## config.mk

```make
export PLATFORM = sky130hd
export DESIGN_NAME = dm_rmw_responder
export DESIGN_NICKNAME = d
export VERILOG_FILES = /design/src/rtl/dm_rmw_responder.sv
export SDC_FILE = /design/constraint.sdc
export NUM_CORES = 1
export LEC_CHECK = 0
export ABC_AREA = 1
export CAP_MARGIN = 20
export CORE_UTILIZATION = 50
export DETAILED_ROUTE_END_ITERATION = 16
export HOLD_SLACK_MARGIN = 0.1
export PLACE_DENSITY_LB_ADDON = 0.3
export RECOVER_POWER = 25
export SLEW_MARGIN = 25
export SYNTH_ARGS = -nofsm -noshare
export SYNTH_HDL_FRONTEND = slang
export SYNTH_SLANG_ARGS = --single-unit
```

## constraint.sdc

```tcl
create_clock -name CLOCK -period 7.6 [get_ports CLOCK]
set_input_delay 1.9 -clock CLOCK [delete_from_list [all_inputs] [get_ports CLOCK]]
set_output_delay 1.9 -clock CLOCK [all_outputs]
set_load 0.02 [all_outputs]
```

## src/rtl/dm_rmw_responder.sv

```systemverilog
// Data-memory responder for the MEM stage: word reads and 1-4 byte writes against a
// single-port word-wide SRAM without byte enables, using read-modify-write for partial writes.
module dm_rmw_responder #(
    parameter int ADDR_WIDTH = 10
) (
    input  logic                  CLOCK,
    input  logic                  RESET,
    input  logic                  Req_IN,
    input  logic                  Write_IN,
    input  logic [31:0]           Address_IN,
    input  logic [1:0]            DataSize_IN,
    input  logic [31:0]           Data_IN,
    output logic [31:0]           Data_OUT,
    output logic                  Ready_OUT,
    output logic                  Done_OUT,
    output logic                  Error_OUT,
    output logic                  SramEN_OUT,
    output logic                  SramWE_OUT,
    output logic [ADDR_WIDTH-1:0] SramAddr_OUT,
    output logic [31:0]           SramWData_OUT,
    input  logic [31:0]           SramRData_IN
);

    typedef enum logic [2:0] {
        S_IDLE,
        S_READ,
        S_RCAP,
        S_MRD,
        S_MCAP,
        S_WRITE,
        S_DONE,
        S_ERR
    } state_t;

    state_t      state;
    logic [1:0]  offset_q;
    logic [2:0]  count_q;
    logic [31:0] data_q;

    logic [2:0]  req_count;
    logic        req_cross;
    logic        req_full;
    logic        unused_addr;

    // Size code 0 encodes a four-byte run; the run crosses the word if offset + count > 4.
    assign req_count   = (DataSize_IN == 2'd0) ? 3'd4 : {1'b0, DataSize_IN};
    assign req_cross   = ({1'b0, Address_IN[1:0]} + req_count) > 3'd4;
    assign req_full    = (DataSize_IN == 2'd0) && (Address_IN[1:0] == 2'd0);
    assign unused_addr = ^{Address_IN[31:ADDR_WIDTH+2]};

    // Byte lane (offset + i) takes the i-th byte of the right-justified run, most significant first.
    function automatic logic [31:0] merge_word(input logic [31:0] old_word,
                                               input logic [31:0] run_data,
                                               input logic [1:0]  offset,
                                               input logic [2:0]  count);
        logic [31:0] result;
        int          idx;
        result = old_word;
        for (int lane = 0; lane < 4; lane++) begin
            idx = lane - int'(offset);
            if (idx >= 0 && idx < int'(count))
                result[31-8*lane -: 8] = run_data[8*(int'(count)-1-idx) +: 8];
        end
        return result;
    endfunction

    always_ff @(posedge CLOCK) begin
        if (RESET) begin
            state         <= S_IDLE;
            Data_OUT      <= '0;
            Ready_OUT     <= 1'b1;
            Done_OUT      <= 1'b0;
            Error_OUT     <= 1'b0;
            SramEN_OUT    <= 1'b0;
            SramWE_OUT    <= 1'b0;
            SramAddr_OUT  <= '0;
            SramWData_OUT <= '0;
            offset_q      <= '0;
            count_q       <= '0;
            data_q        <= '0;
        end else begin
            // NOTE: pulse outputs default low here with non-blocking assignments; a state that
            // needs them high overrides below, so each pulse lasts exactly one cycle.
            Done_OUT   <= 1'b0;
            Error_OUT  <= 1'b0;
            SramEN_OUT <= 1'b0;
            SramWE_OUT <= 1'b0;

            case (state)
                S_IDLE: begin
                    if (Req_IN) begin
                        Ready_OUT    <= 1'b0;
                        SramAddr_OUT <= Address_IN[ADDR_WIDTH+1:2];
                        offset_q     <= Address_IN[1:0];
                        count_q      <= req_count;
                        data_q       <= Data_IN;
                        if (!Write_IN) begin
                            state      <= S_READ;
                            SramEN_OUT <= 1'b1;
                        end else if (req_cross) begin
                            state     <= S_ERR;
                            Done_OUT  <= 1'b1;
                            Error_OUT <= 1'b1;
                        end else if (req_full) begin
                            state         <= S_WRITE;
                            SramEN_OUT    <= 1'b1;
                            SramWE_OUT    <= 1'b1;
                            SramWData_OUT <= Data_IN;
                        end else begin
                            state      <= S_MRD;
                            SramEN_OUT <= 1'b1;
                        end
                    end
                end
                S_READ: state <= S_RCAP;
                S_RCAP: begin
                    Data_OUT <= SramRData_IN;
                    Done_OUT <= 1'b1;
                    state    <= S_DONE;
                end
                S_MRD: state <= S_MCAP;
                S_MCAP: begin
                    SramWData_OUT <= merge_word(SramRData_IN, data_q, offset_q, count_q);
                    SramEN_OUT    <= 1'b1;
                    SramWE_OUT    <= 1'b1;
                    state         <= S_WRITE;
                end
                S_WRITE: begin
                    Done_OUT <= 1'b1;
                    state    <= S_DONE;
                end
                S_DONE, S_ERR: begin
                    Ready_OUT <= 1'b1;
                    state     <= S_IDLE;
                end
                default: state <= S_IDLE;
            endcase
        end
    end

endmodule

```

==> impl_metrics.ini, run 1 <==
[floorplan]
die_y_um = 116.8
fp.coreArea_um2 = 12720
num_io_pins = 181
die_w_um = 116.8
die-area_um2 = 13640
initial_core_util = 0.5180
rows = 41

[yosys]
syn_area_per_cell_um2 = 6.276
ys_warn_count = 0
yosys.area.top_type_share = 0.3615
synth.area.top_cells = dfxtp_1, nand2_1, nor2_1, a21oi_1, o21ai_0
async_flop_share = 0
ys_top_cells_by_count = nand2_1, nor2_1, dfxtp_1
ys_seq_area_frac = 0.3615
synth_edf_count = 0
synth.distinct_cells = 27
synth_fp_nets = 1178
synth-seq-cells = 119
synthCells = 1050
synth_area_leader_cell = dfxtp_1
synth_ff_type = dfxtp_1
yosysMostFrequentCell = nand2_1
synthesis.area_um2 = 6590

[clock_network]
clockBufferDepth = 2
cts_hold_buffers = 0
cts_root_buf = clkbuf_16
h-tree-depth = 4
path_clk_slew_ns = 0.06
cts_tree = done
clkSinkCount = 119
clock_latency_ns = 0.43
cts_setup_buffers = 0
cts_resized = 0
cts_buffers = 17

[cells_and_area]
final_cells = 1366
antennaDiodeCount = 0
syn_to_final_growth_pct = 34.46
multi_input_area_um2 = 3562
drive_gt1_frac = 0.04104
regArea_um2 = 2382
nets = 1309
fillers = 1114

[global_route]
met2_usage = 0.4947
grt_max_degree = 84
use_met1 = 0.4242
antenna_found_initial = 0
grt_pass1_wl_um = 33090
grt_pass1_vias = 6695
grt.overflow.total = 0
use_met3 = 0.08548
top_usage_layer = met2
track_usage = 0.3219

[pwr]
total_power_w = 0.003461
swShare = 0.4467
pwr-share-seq = 0.241
power_density_nw_per_um2 = 390.5
p_comb_frac = 0.501
vdd_drop_max_mv = 0.2398
internal_power_w = 0.001915
clockPowerShare = 0.257
netSwitchingPower_w = 0.001546
power.leakage_nw = 3.996

[sta]
worst_clock_skew_ns = 0.003443
setup_violations = 0
fin_crit_ns = 5.321
post-route-period-util = 0.7002
final_hold_viol_count = 0
rsz0062_at_grt = no
max_slew_margin = -0.9402
maxSlewViolCount = 84
timing.setup.tns_ns = 0
tightest_slew_ns = 2.910
max_freq_mhz = 187.9

[route]
drt_iter0_drc = 678
firstDrtPassIters = 5
via_per_inst = 5.250
drc = 0
finalWirelength_um = 20950
routedWlPerCell_um = 15.33
dr_total_vias = 7171
ant_nets = 0

[setup_path]
cp_data_arrival_time_ns = 5.67
crit_required_ns = 7.95
end_kind = register
ff2ff_path_depth = 11
ff2ff_setup_slack_ns = 4.33
rr_startpoint = count_q[0]
cp_max_fo = 83
timing.rr.end = SramWData_OUT[16]
startpoint_type = input pin
critPathKind = input pin to register

[hold_path]
min_to = SramWData_OUT[11]
hold_path_class = register to register
hold_start = SramWData_OUT[11]
whs_path_depth = 2

[run_status]
status = finished, violations left
violations = max-capacitance violations, max-slew violations

[placement]
dp_cells = 1334
numPortBuffers = 160
post-dp-hpwl_um = 15030
gp_congestion = 0.9205

[run]
drv_cap = 1
-- power by group through the flow --
stage	clock network, W	logic, W	registers, W
2_1_floorplan	0	0.00109	0.000937
3_3_place_gp	0	0.00167	0.000841
3_5_place_dp	0	0.00170	0.000846
4_1_cts	0.000895	0.00172	0.000835
5_1_grt	0.000924	0.00194	0.000850
6_report	0.000891	0.00174	0.000835
-- routing by layer --
layer	wire length, um	vias to the layer above
met3	1665	53
met5	0	-
met4	697	0
li1	-	3601
met1	9306	3245
met2	9277	272
-- sequential cells by signal, indices dropped and copies added, names as in the netlist --
register	count
count_q	3
data_q	32
Done_OUT	1
Ready_OUT	1
Data_OUT	32
SramEN_OUT	1
Error_OUT	1
SramWE_OUT	1
SramAddr_OUT	10
offset_q	2
state	3
SramWData_OUT	32
-- critical path, cell delays in order --
cell           delay [ns]
dlygate4sd3_1        0.53
buf_4                0.25
inv_1                0.09
clkbuf_1             2.03
o21ai_0              0.52
a21oi_1              0.26
-- cell families after synthesis --
logic type | after synthesis | share of synthesized area
buf+inv | 163 | 0.09930
fa+ha+maj | 26 | 0.05392
flops | 119 | 0.3615
compound gates | 239 | 0.1834
simple gates | 502 | 0.3006
xor+xnor | 1 | 0.001329
-- worst max-delay path by stage --
stage | startpoint | end | slack [ns] | cells after the start
after global routing | RESET | data_q[24] | 1.90 | 6
after global placement | DataSize_IN[0] | SramWData_OUT[16] | 3.32 | 13
final | RESET | data_q[19] | 2.28 | 6
after floorplan | Address_IN[0] | SramWData_OUT[15] | 4.23 | 11
after detailed placement | Address_IN[0] | SramWData_OUT[16] | 3.30 | 13
after CTS | Address_IN[0] | SramWData_OUT[16] | 3.69 | 13
-- per-stage QoR --
stage / setup WS, ns / cell area, um^2 / hold slack [ns] / util
3_3_place_gp: 3.319 / 8219 / 0.4417 / 0.6460
2_1_floorplan: 4.232 / 6590 / 0.4439 / -
6_report: 2.279 / 8861 / 0.4606 / 0.6965
3_5_place_dp: 3.298 / 8219 / 0.4455 / 0.6460
4_1_cts: 3.694 / 8865 / 0.4649 / 0.6968
5_1_grt: 1.899 / 8861 / 0.4750 / 0.6965
-- area by class of cell --
type                       count  share of cell area
multi-input combinational    768              0.4020
sequential                   119              0.2689
timing repair buffer         167              0.1862
clock buffer                  20             0.05041
inverter                     108             0.04575
tap                          172             0.02429
clock inverter                12             0.02245
-- cells in the final DEF (no fill, tap or decap), types with 3 or more instances in the layout --
master / synthesis / final
dlygate4sd3_1: 0 / 31
nand3_1: 55 / 55
bufinv_16: 0 / 5
clkdlybuf4s50_1: 0 / 129
fa_1: 4 / 4
nand2_1: 269 / 269
dfxtp_1: 119 / 119
nor2_1: 169 / 168
inv_2: 6 / 6
a21oi_1: 116 / 116
clkinv_2: 0 / 3
clkbuf_16: 0 / 17
ha_1: 22 / 22
clkbuf_1: 33 / 3
inv_1: 102 / 102
buf_4: 6 / 6
nor2_2: 3 / 4
o21ai_0: 115 / 115
Power figures use the tool's default switching activity.
==> run 2: changes to the inputs <==
CORE_UTILIZATION = 49   (was 50)
clock period = 4.9 ns   (was 7.6 ns; I/O delays follow)
==> run 2 against run 1 <==
Effect of this change: the flow still finishes with violations (max-capacitance violations, max-slew violations); utilization down 2.4 points; cell count up 0.44%; die area up 2.0%; sequential power up 56%; setup slack worse by 1.1 ns; sequential share of layout area about the same; clock-buffer cell count down 3; routed wire length down 3.2%; flip-flop and latch count unchanged; critical path type unchanged; largest power group unchanged.
==> impl_metrics.ini, run 2 (synthesized netlist as in run 1, its figures left out) <==
[clock_network]
cts_setup_buffers = 0
cts_root_buf = clkbuf_16
clock_latency_ns = 0.43
cts_hold_buffers = 0
path_clk_slew_ns = 0.05
h-tree-depth = 4
clkSinkCount = 119
clockBufferDepth = 2
cts_tree = done
cts_buffers = 17
cts_resized = 0

[floorplan]
die_w_um = 118.0
rows = 42
num_io_pins = 181
die-area_um2 = 13920
fp.coreArea_um2 = 13190
initial_core_util = 0.4996
die_y_um = 118.0

[sta]
max_freq_mhz = 266.7
max_slew_margin = -0.3728
worst_clock_skew_ns = 0.005167
rsz0062_at_grt = no
tightest_slew_ns = 2.059
timing.setup.tns_ns = 0
post-route-period-util = 0.7653
final_hold_viol_count = 0
maxSlewViolCount = 60
setup_violations = 0
fin_crit_ns = 3.750

[route]
finalWirelength_um = 20280
wl_met2_um = 9514
via_per_inst = 5.213
dr_total_vias = 7152
wl_met3_um = 1485
met1Wirelength_um = 8752
ant_nets = 0
top_layer_used = met4
routedWlPerCell_um = 14.78
firstDrtPassIters = 6
drt_iter0_drc = 663
drc = 0

[global_route]
grt_max_degree = 66
grt_pass1_vias = 6660
grt_pass1_wl_um = 32730
grt.overflow.total = 0
track_usage = 0.2986
antenna_found_initial = 0

[cells_and_area]
fillers = 1141
final_core_util = 0.6727
syn_to_final_growth_pct = 34.65
nets = 1311
top_regs = Data_OUT (32), SramWData_OUT (32), data_q (32)
layout_common_cells = nand2_1, nor2_1, clkdlybuf4s50_1
final_common_cell = nand2_1
drive_gt1_frac = 0.04348
final_cells = 1372
antennaDiodeCount = 0

[setup_path]
startpoint_type = input pin
cp_data_arrival_time_ns = 4.09
ff2ff_path_depth = 14
cpLargestDelayFamily = buffers and inverters
critPathKind = input pin to register
max_stage_delay_ns = 1.51
rr_startpoint = offset_q[1]
cp_max_fo = 59
end_kind = register
timing.rr.end = SramWData_OUT[24]
cpMaxStageDelayCell = clkbuf_1
crit_required_ns = 5.24
path_buf_inv = 3
path_cells = clkdlybuf4s50_1 -> inv_2 -> clkbuf_1 -> o21ai_0 -> a21oi_1
ff2ff_setup_slack_ns = 1.64

[pwr]
vdd_drop_max_mv = 0.3695
power.leakage_nw = 3.910
power_density_nw_per_um2 = 597.5

[hold_path]
hold_path_class = register to register
min_to = SramWData_OUT[28]
whs_path_depth = 2
hold_start = SramWData_OUT[28]

[run]
drv_cap = 2

[run_status]
status = finished, violations left
violations = max-capacitance violations, max-slew violations

[placement]
gp_congestion = 0.9345
numPortBuffers = 160
dp_cells = 1340
post-dp-hpwl_um = 14910
## run 2: cell count changes in the layout (fill, tap and decap cells not counted), sizes merged
cell / change
clkdlybuf4s50: +26
dlygate4sd3: -26
clkinvlp: +4
clkbuf: -3
buf: +2
bufinv: -1
## run 2: worst max-delay path by stage
| stage | start | endpoint | slack (ns) | depth (start not counted) |
|---|---|---|---|---|
| 6_report | RESET | data_q[24] | 1.15 | 5 |
| 5_1_grt | RESET | data_q[24] | 0.80 | 5 |
| 4_1_cts | offset_q[1] | SramWData_OUT[24] | 1.69 | 14 |
| 3_5_place_dp | Address_IN[0] | SramWData_OUT[0] | 1.47 | 11 |
| 3_3_place_gp | Address_IN[0] | SramWData_OUT[0] | 1.47 | 11 |
| 2_1_floorplan | Address_IN[0] | SramWData_OUT[15] | 2.21 | 11 |
## run 2: worst reg2reg max path, cell delays in order, from the launching register on
cell and delay [ns]:
dfxtp_1 0.53, inv_1 0.27, ha_1 0.42, ha_1 0.32
a21oi_1 0.16, o31a_1 0.13, ha_1 0.17, nand2_1 0.06
nor2_1 0.45, o21ai_0 0.17, nor2_1 0.21, nand2_1 0.07
nand2_1 0.06, nand2_1 0.06, a21oi_1 0.11
## run 2: layout make-up
type | instances | area (um^2) | share of cell area
tap | 176 | 220.2 | 0.02482
clock buffer | 17 | 425.4 | 0.04794
clock inverter | 15 | 202.7 | 0.02284
multi-input combinational | 768 | 3560 | 0.4012
sequential | 119 | 2382 | 0.2685
timing repair buffer | 169 | 1678 | 0.1891
inverter | 108 | 405.4 | 0.04569
## run 2: stage by stage
stage / setup WS (ns) / cell area [um^2] / hold WS (ns) / total power [W]
after detailed placement: 1.470 / 8252 / 0.4558 / 0.003932
final: 1.150 / 8874 / 0.4633 / 0.005302
after floorplan: 2.207 / 6590 / 0.4439 / 0.003138
after global routing: 0.8002 / 8874 / 0.4816 / 0.005689
after CTS: 1.695 / 8880 / 0.4656 / 0.005268
after global placement: 1.469 / 8252 / 0.4418 / 0.003890
## run 2: routing by layer
layer,up-vias,GRT usage
met5,-,0
met4,0,0.1282
met3,42,0.07655
met2,243,0.4835
met1,3260,0.3745
li1,3607,-
## run 2: report_power, final
group,internal (W),switching (W)
sequential,0.00119,0.000110
clock,0.000850,0.000475
combinational,0.000896,0.00179
